==> src/rtl/pes_call_scheduler.sv <==
// pes_call_scheduler
//   Upstream scheduler for pes_elevator. It latches floor call buttons and
//   picks the next target floor with a SCAN (sweep) policy. It drives the
//   one-hot request_floor and, on arrival, holds a timed door dwell before
//   clearing the served call.
//
// Ports
//   clk               system clock, all logic on posedge
//   reset             synchronous, active-high reset
//   call_btn          call button vector, one bit per floor
//   complete          elevator has reached request_floor
//   out_current_floor elevator current floor, one-hot
//   hold              door/weight alert; freezes the dwell countdown
//   request_floor     registered one-hot target for the elevator
//   pending_calls     latched, unserved calls
//   sweep_up          current sweep direction (1 = up)
//   door_open         high while dwelling at a floor
//   busy              high in SERVE or DWELL
//   floor_fault       out_current_floor was zero or multi-hot
module pes_call_scheduler #(
    parameter int DWELL_CYCLES = 4,
    parameter int NUM_FLOORS   = 8
) (
    input  logic                  clk,
    input  logic                  reset,
    input  logic [NUM_FLOORS-1:0] call_btn,
    input  logic                  complete,
    input  logic [NUM_FLOORS-1:0] out_current_floor,
    input  logic                  hold,
    output logic [NUM_FLOORS-1:0] request_floor,
    output logic [NUM_FLOORS-1:0] pending_calls,
    output logic                  sweep_up,
    output logic                  door_open,
    output logic                  busy,
    output logic                  floor_fault
);

    localparam int         IDX_W        = $clog2(NUM_FLOORS);
    localparam logic [7:0] DWELL_RELOAD = 8'(DWELL_CYCLES - 1);

    typedef enum logic [1:0] {
        S_IDLE  = 2'd0,
        S_SERVE = 2'd1,
        S_DWELL = 2'd2
    } state_t;

    state_t                state_q, state_d;
    logic [NUM_FLOORS-1:0] request_q, request_d;
    logic [NUM_FLOORS-1:0] pending_q, pending_d;
    logic [NUM_FLOORS-1:0] clear_mask;
    logic                  sweep_q, sweep_d;
    logic                  door_q, door_d;
    logic                  busy_q, busy_d;
    logic                  fault_q, fault_d;
    logic [7:0]            cnt_q, cnt_d;

    logic [IDX_W-1:0]      cur_idx;
    logic                  fault_now;
    logic                  pend_here;
    logic                  press_here;
    logic                  at_request;

    logic                  up_found, dn_found;
    logic [IDX_W-1:0]      up_idx, dn_idx;
    logic                  tgt_found, tgt_up;
    logic [NUM_FLOORS-1:0] tgt_onehot;

    // Floor decode. cur_idx is only meaningful when fault_now is low.
    always_comb begin
        cur_idx = '0;
        for (int i = 0; i < NUM_FLOORS; i++) begin
            if (out_current_floor[i]) cur_idx = IDX_W'(i);
        end
        fault_now  = !$onehot(out_current_floor);
        pend_here  = |(pending_q & out_current_floor);
        press_here = |(call_btn & out_current_floor);
        at_request = (out_current_floor == request_q);
    end

    // SCAN target: nearest pending floor strictly above / below the car.
    // The current floor is excluded; a call there is served in place.
    always_comb begin
        up_found = 1'b0;
        up_idx   = '0;
        dn_found = 1'b0;
        dn_idx   = '0;
        // Descending scan so the last hit is the lowest floor above.
        for (int i = NUM_FLOORS - 1; i >= 0; i--) begin
            if (pending_q[i] && (i > int'(cur_idx))) begin
                up_found = 1'b1;
                up_idx   = IDX_W'(i);
            end
        end
        // Ascending scan so the last hit is the highest floor below.
        for (int i = 0; i < NUM_FLOORS; i++) begin
            if (pending_q[i] && (i < int'(cur_idx))) begin
                dn_found = 1'b1;
                dn_idx   = IDX_W'(i);
            end
        end
        tgt_found = up_found | dn_found;
        // Keep the sweep direction while it has work; otherwise reverse.
        tgt_up = sweep_q ? up_found : !dn_found;
        tgt_onehot = '0;
        if (tgt_up) tgt_onehot[up_idx] = 1'b1;
        else        tgt_onehot[dn_idx] = 1'b1;
    end

    always_comb begin
        state_d    = state_q;
        request_d  = request_q;
        sweep_d    = sweep_q;
        cnt_d      = cnt_q;
        clear_mask = '0;
        fault_d    = fault_now;

        // A bad floor reading freezes the controller; call capture continues.
        if (!fault_now) begin
            unique case (state_q)
                S_IDLE: begin
                    request_d = out_current_floor;
                    if (pend_here) begin
                        state_d    = S_DWELL;
                        clear_mask = out_current_floor;
                        cnt_d      = DWELL_RELOAD;
                    end else if (pending_q != '0) begin
                        state_d = S_SERVE;
                    end
                end
                S_SERVE: begin
                    if (at_request && pend_here) begin
                        // Parked on the target: stop once the car reports done.
                        if (complete) begin
                            state_d    = S_DWELL;
                            clear_mask = out_current_floor;
                            cnt_d      = DWELL_RELOAD;
                        end
                    end else if (tgt_found) begin
                        request_d = tgt_onehot;
                        sweep_d   = tgt_up;
                    end else if (pend_here) begin
                        request_d = out_current_floor;
                    end else begin
                        state_d = S_IDLE;
                    end
                end
                S_DWELL: begin
                    // Presses at the open floor are absorbed and restart the dwell.
                    clear_mask = out_current_floor;
                    if (press_here) begin
                        cnt_d = DWELL_RELOAD;
                    end else if (!hold) begin
                        if (cnt_q == 8'd0) begin
                            state_d = (pending_q != '0) ? S_SERVE : S_IDLE;
                        end else begin
                            cnt_d = cnt_q - 8'd1;
                        end
                    end
                end
                default: state_d = S_IDLE;
            endcase
        end

        pending_d = (pending_q | call_btn) & ~clear_mask;
        door_d    = (state_d == S_DWELL);
        busy_d    = (state_d != S_IDLE);
    end

    always_ff @(posedge clk) begin
        if (reset) begin
            state_q   <= S_IDLE;
            request_q <= NUM_FLOORS'(1);
            pending_q <= '0;
            sweep_q   <= 1'b1;
            door_q    <= 1'b0;
            busy_q    <= 1'b0;
            fault_q   <= 1'b0;
            cnt_q     <= 8'd0;
        end else begin
            state_q   <= state_d;
            request_q <= request_d;
            pending_q <= pending_d;
            sweep_q   <= sweep_d;
            door_q    <= door_d;
            busy_q    <= busy_d;
            fault_q   <= fault_d;
            cnt_q     <= cnt_d;
        end
    end

    assign request_floor = request_q;
    assign pending_calls = pending_q;
    assign sweep_up      = sweep_q;
    assign door_open     = door_q;
    assign busy          = busy_q;
    assign floor_fault   = fault_q;

endmodule
==> config.mk <==
export PLATFORM = sky130hd
export DESIGN_NAME = pes_call_scheduler
export DESIGN_NICKNAME = d
export VERILOG_FILES = /design/src/rtl/pes_call_scheduler.sv
export SDC_FILE = /design/constraint.sdc
export NUM_CORES = 1
export LEC_CHECK = 0
export ABC_AREA = 1
export CAP_MARGIN = 20
export CORE_MARGIN = 2
export CORE_UTILIZATION = 40
export CTS_BUF_LIST = sky130_fd_sc_hd__clkbuf_4 sky130_fd_sc_hd__clkbuf_8
export CTS_CLUSTER_DIAMETER = 40
export DETAILED_ROUTE_END_ITERATION = 10
export GPL_TIMING_DRIVEN = 0
export SLEW_MARGIN = 20
export SYNTH_ARGS = -nofsm -noshare
export SYNTH_HDL_FRONTEND = slang
export SYNTH_SLANG_ARGS = --single-unit
==> constraint.sdc <==
create_clock -name clk -period 13.5 [get_ports clk]
set_input_delay 3.375 -clock clk [delete_from_list [all_inputs] [get_ports clk]]
set_output_delay 3.375 -clock clk [all_outputs]
set_load 0.03 [all_outputs]
==> results by group, run 1 <==
Critical path
  – R2r setup slk: roughly 12 ns
  – Worst setup path class: primary input to flip-flop
  – R2R Path End: busy
  – Required @ worst endpoint: between 10 and 15 ns
  – Crit start category: primary input
  – CP startpoint: out_current_floor[0]
  – Worst Setup End Kind: flip-flop
  – End point of the critical path: cnt_q[1]
  – Critical Path Fanout Max: 10
  – Worst EP arrival: approximately 7.7 ns
  – Critical R2R Launch: cnt_q[0]
  – Worst Reg-to-Reg Cells: 10

Drt
  – Vias: ~2500
  – Final ANT Viol Nets: 0
  – Initial DRT Pass Iterations: 4
  – # DRC: 0
  – Vias per Instance: 5.13
  – WL/cell: 13.7 um
  – DR iter-0 viols: 116
  – Routed WL: approximately 6700 um

Cells and area
  – ANT cells: 0
  – Synthesis-to-layout area growth: 24.5%
  – Layout cell share with drive strength beyond 1: between 10% and 20%
  – Final net count: around 440

Synthesis
  – Cell taking the most area after synthesis: dfxtp_1
  – Commonest cells in the netlist: 102 x nand2_1, 43 x inv_1, 37 x nor2_1
  – Post-synth EDFFs: 0
  – Mapped cell area: about 2400 um2
  – Ys flop type: dfxtp_1
  – Yosys Warn Count: 0
  – Count leader, synth: nand2_1
  – FF+latch count, synth: 30
  – Top cells by area, synth: dfxtp_1 26%, nand2_1 16%, inv_1 6.9%
  – Share of the synthesized area in the top cell type: 25.5%
  – Syn Inst Count: about 370
  – Synthesized Nets: 397
  – Sequential share of the synthesized area: 25.5%
  – Asr flop ratio synth: 0%
  – Synth unique cells: 40
  – Avg Inst Size Synth: 6.37 um2

Floorplan
  – Die area: about 6500 um2
  – Core area: around 5600 um2
  – Die height: approximately 81 um
  – Chip Width: 80.7 um
  – Initial core utilization: between 40% and 50%
  – Placement Rows: 27
  – IO Pins: 40

Timing
  – Setup Viol. Count Final: 0
  – Max-slew violation count: 0
  – Minimum clock period: 7.52 ns
  – Slew headroom: approximately three fifths
  – Fmax: around 0.13 GHz
  – RSZ-0062 raised after global routing: no
  – Sum of negative setup slack: 0 ns
  – Fin crit share: 55.7%
  – Final hold vios: 0
  – Worst-Margin Slew: between 0.5 and 0.6 ns
  – Final Skew: 0.00511 ns

Global routing
  – Vias in the first global route: between 2000 and 2500
  – Most Crowded Layer GR: met2
  – Overflow after GRT: 0
  – Largest net degree at the start of global routing: 11
  – Met1 global-route usage: 31.6%
  – First-pass GRT wire length: approximately 11000 um
  – Met3 Usage GRT: 3.48%
  – Initial antenna violation count: 0
  – Tot GR Track Use: between 20 and 25%
  – GR Util met2: about 34%

Clock tree
  – Reg clk slew, reported paths: 0.07 ns
  – Clock tree sinks: 30
  – CTS Buf Count: 5
  – CTS root buf: clkbuf_8
  – Post_cts resized: 0
  – CTS Hold Bufs: 0
  – Postcts setup bufs: 0
  – CTS tree: done
  – Max H-tree Level: 2
  – Clk buf depth: 2
  – Clk_lat worst skew: about 0.28 ns

Power and ir drop
  – Leak: 0.00139 uW
  – Comb power frac: approximately half
  – Sequential Power Share: about 31%
  – VDD IR max: a little under 0.00007 V
  – P per Cell Area: approximately 130 nW/um2
  – Clk pwr share: 20.5%
  – Pint: between 200 and 250 uW
  – Switching part of the total power: roughly 44%
  – NetSw: 170 uW
  – Pwr Total: around 390 uW

Flow run
  – Max-Cap Viols: 0

Worst hold path
  – Min-delay worst type: flip-flop to flip-flop
  – Hold Crit Start: cnt_q[7]

Outcome
  – Status: complete, no violations

Placed design
  – Port-buffer cells: 39
  – DP Wirelength: roughly 5400 um
  – GP Congestion: around 0.9
## critical path, stage by stage
cell,delay [ns]
clkdlybuf4s50_1,0.53
fa_1,0.57
inv_1,0.05
fa_1,0.49
fa_1,0.41
inv_1,0.07
ha_1,0.16
inv_1,0.06
fa_1,0.37
nor3_1,0.18
a22oi_1,0.09
nor2_1,0.25
o21ai_0,0.29
nor3_4,0.42
nand2_4,0.16
o21ai_1,0.15
nor2_1,0.05
## registers in the layout (all words and copies together) (netlist names)
| signal | cells |
|---|---|
| state_q | 2 |
| request_floor | 8 |
| sweep_up | 1 |
| busy | 1 |
| cnt_q | 8 |
| door_open | 1 |
| pending_calls | 8 |
| floor_fault | 1 |
## per-layer routing
| metal | part of all wire [%] | vias to the layer above |
|---|---|---|
| met1 | 50 | 1140 |
| met2 | 44 | 60 |
| met4 | 0.99 | 0 |
| met3 | 5.4 | 6 |
| li1 | - | 1297 |
| met5 | 0 | - |
## kinds of logic (layout without fill, tap and decap cells)
group                    count (synthesis)  in the layout  synth area share (%)
flip-flops                              30             30                  25.5
AND/OR/NAND/NOR                        210            210                  42.6
AO/OA/AOI/OAI                           56             56                  14.0
buffers and inverters                   58            105                  9.79
XOR/XNOR                                 7              7                  2.61
adder cells (fa/ha/maj)                  8              8                  5.53
## how the worst min path moves through the flow
stage | endpoint | slack [ns] | cells past startpoint
2_1_floorplan | cnt_q[7] | 0.47 | 2
3_3_place_gp | cnt_q[7] | 0.48 | 2
3_5_place_dp | cnt_q[7] | 0.49 | 2
4_1_cts | cnt_q[7] | 0.50 | 2
5_1_grt | cnt_q[6] | 0.53 | 2
6_report | cnt_q[7] | 0.49 | 2
## power by group through the flow
stage          sequential (uW)  combinational (uW)  clock [uW]
5_1_grt                    120                 213        85.0
6_report                   118                 190        79.3
4_1_cts                    118                 190        81.1
3_5_place_dp               120                 190           0
3_3_place_gp               120                 188           0
2_1_floorplan              141                 109           0
## placed cells by master, fill, tap and decap left out, drive strengths merged
| cell | instances |
|---|---|
| dfxtp | 30 |
| o211ai | 1 |
| clkbuf | 9 |
| nand4 | 9 |
| xnor2 | 2 |
| clkdlybuf4s50 | 39 |
| xor2 | 5 |
| nand3 | 30 |
| clkinv | 2 |
| nor2 | 43 |
| a22oi | 2 |
| nor4 | 4 |
| a221oi | 4 |
| o21ai | 18 |
| a21oi | 26 |
| nand2 | 111 |
| or2 | 1 |
| inv | 54 |
| ha | 4 |
| fa | 4 |
| a21boi | 2 |
| a2bb2oi | 1 |
| nor3 | 12 |
| buf | 1 |
| a31oi | 2 |
## layout make-up
cell class | instances | area [um2]
Clock buffer | 7 | 90.1
Sequential cell | 30 | 601
Timing Repair Buffer | 39 | 390
Buffer | 3 | 18.8
Multi-Input combinational cell | 281 | 1520
Tap cell | 72 | 90.1
Fill cell | 625 | 2680
Clock inverter | 1 | 5.00
Inverter | 55 | 211
## metrics by stage
step	std cells	setup slack, ns	area [um2]	utilization (%)	hold slack, ns
after detailed placement	480	5.68	2830	50.5	0.487
after global placement	480	5.70	2830	50.5	0.482
after floorplan	369	6.69	2350	-	0.465
after global routing	488	5.64	2930	52.2	0.534
final	488	5.98	2930	52.2	0.493
after CTS	488	5.97	2930	52.2	0.496
No activity file was read; power rests on OpenSTA's default activity.
==> run 2: changes to the inputs <==
--- a/config.mk
+++ b/config.mk
@@ -13,6 +13,7 @@
 export CTS_CLUSTER_DIAMETER = 40
 export DETAILED_ROUTE_END_ITERATION = 10
 export GPL_TIMING_DRIVEN = 0
+export PLACE_DENSITY = 0.65
 export SLEW_MARGIN = 20
 export SYNTH_ARGS = -nofsm -noshare
 export SYNTH_HDL_FRONTEND = slang
==> constraint.sdc (replaced) <==
create_clock -name clk -period 6.8 [get_ports clk]
set_input_delay 1.7 -clock clk [delete_from_list [all_inputs] [get_ports clk]]
set_output_delay 1.7 -clock clk [all_outputs]
set_load 0.03 [all_outputs]
==> run 2 against run 1 <==
Compared with the run above: core utilization is the same; critical path depth is the same; power grew 98%; critical path type unchanged; worst hold slack gained 0.0071 ns; via count grew 1.3%; sequential cell count is the same; wire length shrank 1.2%; critical endpoint unchanged; register-to-register slack lost 6.7 ns.
==> results by group, run 2 (synthesized netlist as in run 1, its figures left out) <==
Placed design
  – Placed instance count: 480 (unchanged)
  – DP Wirelength: 5230 um (-2.2%)
  – GP Congestion: 0.898 (+2.5%)
  – Port-buffer cells: 39 (unchanged)

Cells and area
  – Most common cell after layout, fill and taps aside: nand2_1
  – Synthesis-to-layout area growth: 24.5% (unchanged)
  – Layout cell share with drive strength beyond 1: 11.3% (unchanged)
  – ANT cells: 0 (unchanged)
  – Final net count: 443 (unchanged)
  – Fillers: 600 (-4.0%)
  – Finished Layout Cells: 488 (unchanged)
  – Most frequent cells in the layout: 102 x nand2_1, 43 x inv_1, 39 x clkdlybuf4s50_1

Timing
  – Final Skew: 0.00888 ns (+0.00377 ns)
  – Fin crit share: between 80% and 90%
  – Sum of negative setup slack: 0 ns (unchanged)
  – Slew headroom: 59.7% (-0.89 points)
  – Max-slew violation count: 0 (unchanged)
  – Fmax: approximately 0.17 GHz
  – Minimum clock period: ~5.9 ns
  – RSZ-0062 raised after global routing: no
  – Worst-Margin Slew: 0.599 ns (+0.0110 ns)
  – Setup Viol. Count Final: 0 (unchanged)
  – Final hold vios: 0 (unchanged)

Critical path
  – CP startpoint: out_current_floor[0]
  – Critical R2R Launch: cnt_q[0]
  – Crit start category: primary input
  – Worst EP arrival: 6.07 ns (-1.61 ns)
  – Worst setup path class: primary input to flip-flop
  – Critical Path Fanout Max: 10 (unchanged)
  – R2r setup slk: 4.86 ns (-6.69 ns)
  – Worst Reg-to-Reg Cells: 10 (unchanged)
  – Required @ worst endpoint: 6.95 ns (-6.71 ns)
  – R2R Path End: busy
  – Worst Setup End Kind: flip-flop

Drt
  – Vias per Instance: 5.20 (+1.3%)
  – Routed WL: 6580 um (-1.2%)
  – DR iter-0 viols: 164 (+41%)
  – Initial DRT Pass Iterations: 6 (+2)
  – # DRC: 0 (unchanged)
  – Final ANT Viol Nets: 0 (unchanged)
  – Vias: 2536 (+1.3%)
  – WL/cell: 13.5 um (-1.2%)

Clock tree
  – CTS tree: done
  – Postcts setup bufs: 0 (unchanged)
  – Clk buf depth: 2 (unchanged)
  – CTS Buf Count: 5 (unchanged)
  – CTS root buf: clkbuf_8
  – Reg clk slew, reported paths: 0.07 ns (about the same)
  – Clock tree sinks: 30 (unchanged)
  – CTS Hold Bufs: 0 (unchanged)
  – Post_cts resized: 0 (unchanged)
  – Max H-tree Level: 2 (unchanged)
  – Clk_lat worst skew: 0.29 ns (about the same)

Floorplan
  – Placement Rows: 27 (unchanged)
  – Initial core utilization: 41.9% (unchanged)
  – Die area: 6510 um2 (unchanged)
  – IO Pins: 40 (unchanged)
  – Chip Width: 80.7 um (unchanged)
  – Die height: 80.7 um (unchanged)
  – Core area: 5610 um2 (unchanged)

Global routing
  – Overflow after GRT: 0 (unchanged)
  – Initial antenna violation count: 0 (unchanged)
  – First-pass GRT wire length: 11100 um (+1.6%)
  – Vias in the first global route: 2357 (+6.8%)
  – Tot GR Track Use: 22.0% (-0.086 points)
  – Largest net degree at the start of global routing: 11 (unchanged)

Worst hold path
  – Hold path depth: 2 (unchanged)
  – Min-delay worst type: flip-flop to flip-flop
  – Hold Path End: cnt_q[7]
  – Hold Crit Start: cnt_q[7]

Power and ir drop
  – Switching part of the total power: 43.7% (-0.15 points)
  – P per Cell Area: 262 nW/um2 (+98%)
  – Pint: 432 uW (+99%)
  – NetSw: 335 uW (+97%)
  – Leak: 0.00139 uW (unchanged)
  – VDD IR max: 0.000115 V (+66%)
  – Clk pwr share: 20.5% (about the same)
  – Comb power frac: 49.0% (about the same)
  – Sequential Power Share: 30.5% (about the same)

Outcome
  – Status: complete, no violations

Flow run
  – Max-Cap Viols: 0 (unchanged)
## run 2: power groups by stage
stage	Combinational [uW]	Sequential (uW)	Clock [uW]
floorplan	216	280	0
global placement	372	237	0
detailed placement	376	238	0
CTS	377	234	161
global route	423	238	167
finish	376	234	157
## run 2: final cells by class
type                    count  area [um2]  area share [%]
multi-input cells         281        1520            52.0
flip-flops and latches     30         601            20.5
repair buffers             39         390            13.3
inverters                  55         211            7.22
clock buffers               7        90.1            3.08
well taps                  72        90.1            3.08
plain buffers               3        18.8           0.641
clock inverters             1        5.00           0.171
## run 2: worst max-delay path by stage
stage / cells past startpoint / end / slack, ns
floorplan: 16 / cnt_q[0] / 1.67
global placement: 17 / cnt_q[1] / 0.64
detailed placement: 17 / cnt_q[1] / 0.60
CTS: 17 / cnt_q[1] / 0.89
global route: 17 / cnt_q[1] / 0.58
finish: 17 / cnt_q[1] / 0.88
## run 2: worst max-delay path: stages
cell and delay [ns]:
clkdlybuf4s50_1 0.55, fa_1 0.59, inv_1 0.05, fa_1 0.49, fa_1 0.41, inv_1 0.06
ha_1 0.16, inv_1 0.06, fa_1 0.38, nor3_1 0.18, a22oi_1 0.09, nor2_1 0.26
o21ai_0 0.31, nor3_4 0.42, nand2_4 0.15, o21ai_1 0.16, nor2_1 0.05
## run 2: per-stage QoR
step / hold slack (ns) / total power [uW] / utilization (%) / setup WS, ns / cell area (um2)
3_5_place_dp: 0.490 / 614 / 50.5 / 0.604 / 2830
5_1_grt: 0.518 / 827 / 52.2 / 0.585 / 2930
2_1_floorplan: 0.465 / 496 / - / 1.67 / 2350
4_1_cts: 0.498 / 773 / 52.2 / 0.890 / 2930
6_report: 0.500 / 768 / 52.2 / 0.884 / 2930
3_3_place_gp: 0.485 / 609 / 50.5 / 0.635 / 2830
## run 2: layer usage
layer | track usage [%] | vias to the layer above | share of wire (%)
met5 | 0 | - | 0
met1 | 30.3 | 1139 | 47
li1 | - | 1297 | -
met2 | 34.5 | 88 | 45
met3 | 3.93 | 12 | 5.9
met4 | 7.63 | 0 | 2.5
==> run 3: changes to the inputs <==
--- a/config.mk
+++ b/config.mk
@@ -7,13 +7,15 @@
 export LEC_CHECK = 0
 export ABC_AREA = 1
 export CAP_MARGIN = 20
+export CELL_PAD_IN_SITES_DETAIL_PLACEMENT = 1
+export CELL_PAD_IN_SITES_GLOBAL_PLACEMENT = 2
 export CORE_MARGIN = 2
-export CORE_UTILIZATION = 40
+export CORE_UTILIZATION = 26
 export CTS_BUF_LIST = sky130_fd_sc_hd__clkbuf_4 sky130_fd_sc_hd__clkbuf_8
 export CTS_CLUSTER_DIAMETER = 40
 export DETAILED_ROUTE_END_ITERATION = 10
 export GPL_TIMING_DRIVEN = 0
-export PLACE_DENSITY = 0.65
+export PLACE_DENSITY_LB_ADDON = 0.1
 export SLEW_MARGIN = 20
 export SYNTH_ARGS = -nofsm -noshare
 export SYNTH_HDL_FRONTEND = slang
==> run 3 against run 2 <==
Compared with the run above: sequential power about the same; critical path depth unchanged; global-route usage decreased by 3.8 points; critical endpoint is now cnt_q[0]; clock power is 18% higher; worst hold slack worse by 0.0078 ns.
==> results by group, run 3 (synthesized netlist as in run 1, its figures left out) <==
Outcome
  – Status: complete, no violations

Drt
  – Routed WL: 8350 um (+27%)
  – Final ANT Viol Nets: 0 (unchanged)
  – Initial DRT Pass Iterations: 4 (-2)
  – # DRC: 0 (unchanged)
  – DR iter-0 viols: 52 (-68%)
  – WL/cell: 15.9 um (+18%)
  – Vias per Instance: 4.90 (-5.7%)
  – Vias: 2567 (+1.2%)

Critical path
  – Critical Path Fanout Max: 10 (unchanged)
  – Worst setup path class: primary input to flip-flop
  – Worst Setup End Kind: flip-flop
  – Crit start category: primary input
  – Worst EP arrival: 6.21 ns (+0.14 ns)
  – Critical path's most frequent cell: fa_1
  – R2r setup slk: 4.79 ns (-0.07 ns)
  – Delay of the slowest critical-path stage: 0.61 ns (+0.02 ns)
  – Required @ worst endpoint: 6.99 ns (+0.04 ns)
  – CP Cell Sequence: clkdlybuf4s50_1 -> fa_1 -> inv_1 -> fa_1 -> fa_1 -> inv_1 -> ha_1 -> inv_1 -> fa_1 -> nor3_1 -> a22oi_1 -> nor2_1 -> o21ai_0 -> nor3_4 -> nand2_4 -> nor3_1 -> nor2_1
  – CP max stage cell: clkdlybuf4s50_1

Timing
  – Sum of negative setup slack: 0 ns (unchanged)
  – Fmax: 0.166 GHz (-1.7%)
  – Slew headroom: 58.1% (-1.6 points)
  – Worst-Margin Slew: 0.629 ns (+0.0304 ns)
  – Setup Viol. Count Final: 0 (unchanged)
  – Fin crit share: 88.5% (+1.5 points)
  – Final hold vios: 0 (unchanged)
  – Max-slew violation count: 0 (unchanged)
  – Minimum clock period: 6.02 ns (+0.105 ns)
  – Final Skew: 0.00677 ns (-0.00211 ns)
  – RSZ-0062 raised after global routing: no

Placed design
  – Port-buffer cells: 39 (unchanged)
  – GP Congestion: 0.792 (-12%)
  – DP Wirelength: 6790 um (+30%)
  – DP Area: 2880 um2 (+1.6%)

Cells and area
  – Fillers: 1149 (+92%)
  – Most frequent cells in the layout: 102 x nand2_1, 43 x inv_1, 39 x clkdlybuf4s50_1
  – Layout cell share with drive strength beyond 1: 11.3% (unchanged)
  – Most common cell after layout, fill and taps aside: nand2_1
  – Final net count: 443 (unchanged)
  – Utilization after layout: 34.1% (-18 points)
  – Synthesis-to-layout area growth: 27.0%
  – ANT cells: 0 (unchanged)
  – Non-Filler Cell Area, Final: 2990 um2 (+2.0%)

Floorplan
  – Core area: 8760 um2 (+56%)
  – IO Pins: 40 (unchanged)
  – Initial core utilization: 26.8% (-15 points)
  – Placement Rows: 34 (+26%)
  – Die height: 99.1 um (+23%)
  – Die area: 9820 um2 (+51%)
  – Chip Width: 99.1 um (+23%)

Clock tree
  – Post_cts resized: 0 (unchanged)
  – Reg clk slew, reported paths: 0.07 ns (about the same)
  – Clock tree sinks: 30 (unchanged)
  – CTS Hold Bufs: 0 (unchanged)
  – CTS tree: done
  – Postcts setup bufs: 0 (unchanged)
  – CTS Buf Count: 5 (unchanged)
  – Clk_lat worst skew: 0.29 ns (about the same)
  – Max H-tree Level: 2 (unchanged)
  – CTS root buf: clkbuf_8
  – Clk buf depth: 2 (unchanged)

Power and ir drop
  – Clk pwr share: 22.9% (+2.4 points)
  – Comb power frac: 48.0% (-1.0 points)
  – P per Cell Area: 270 nW/um2 (+3.1%)
  – Leak: 0.00140 uW (+0.45%)
  – Sequential Power Share: 29.1% (-1.4 points)
  – Switching part of the total power: 43.7% (about the same)
  – VDD IR max: 0.0000767 V (-33%)
  – Pint: 455 uW (+5.2%)
  – NetSw: 352 uW (+5.1%)

Flow run
  – Max-Cap Viols: 0 (unchanged)

Global routing
  – First-pass GRT wire length: 14100 um (+27%)
  – Vias in the first global route: 2606 (+11%)
  – Initial antenna violation count: 0 (unchanged)
  – Overflow after GRT: 0 (unchanged)
  – Largest net degree at the start of global routing: 11 (unchanged)
  – Tot GR Track Use: 18.2% (-3.8 points)

Worst hold path
  – Min-delay worst type: flip-flop to flip-flop
[run 3: worst paths after layout]
| path | cells past startpoint | end | startpoint |
|---|---|---|---|
| hold reg to reg | 2 | cnt_q[7] | cnt_q[7] |
| setup / recovery | 17 | cnt_q[0] | out_current_floor[3] |
| setup reg to reg | 11 | request_floor[0] | pending_calls[3] |
| hold / removal | 2 | cnt_q[7] | cnt_q[7] |
[run 3: metrics by stage]
stage               instances  total power [uW]  hold slack [ns]  setup slack (ns)
floorplan                 369               496            0.465              1.67
global placement          516               627            0.485             0.438
detailed placement        516               632            0.490             0.365
CTS                       524               819            0.500             0.666
global route              524               878            0.528             0.361
finish                    524               807            0.493             0.779
[run 3: layout make-up]
type / instances / area (um2) / area share, %
multi-input combinational: 281 / 1520 / 50.9
sequential: 30 / 601 / 20.1
timing repair buffer: 39 / 390 / 13.1
inverter: 55 / 211 / 7.08
tap: 108 / 135 / 4.52
clock buffer: 5 / 68.8 / 2.30
clock inverter: 3 / 40.0 / 1.34
buffer: 3 / 18.8 / 0.628
[run 3: layer usage]
layer  global-route usage, %  up-vias  share of wire [%]
met4                    2.85        0               0.68
met3                    3.37        4                3.4
met1                    25.1     1228                 49
met5                       0        -                  0
met2                    30.4       38                 47
li1                        -     1297                  -
[run 3: power by group through the flow]
stage | logic, uW | registers, uW | clock network (uW)
floorplan | 216 | 280 | 0
global placement | 388 | 239 | 0
detailed placement | 392 | 240 | 0
CTS | 393 | 236 | 190
global route | 438 | 241 | 199
finish | 388 | 235 | 185
[run 3: worst max-delay path: cells and delay by family]
| family | cells | cell delay, ns |
|---|---|---|
| compound gates | 2 | 0.39 |
| fa+ha+maj | 5 | 2.02 |
| buf+inv | 4 | 0.78 |
| simple gates | 6 | 1.30 |
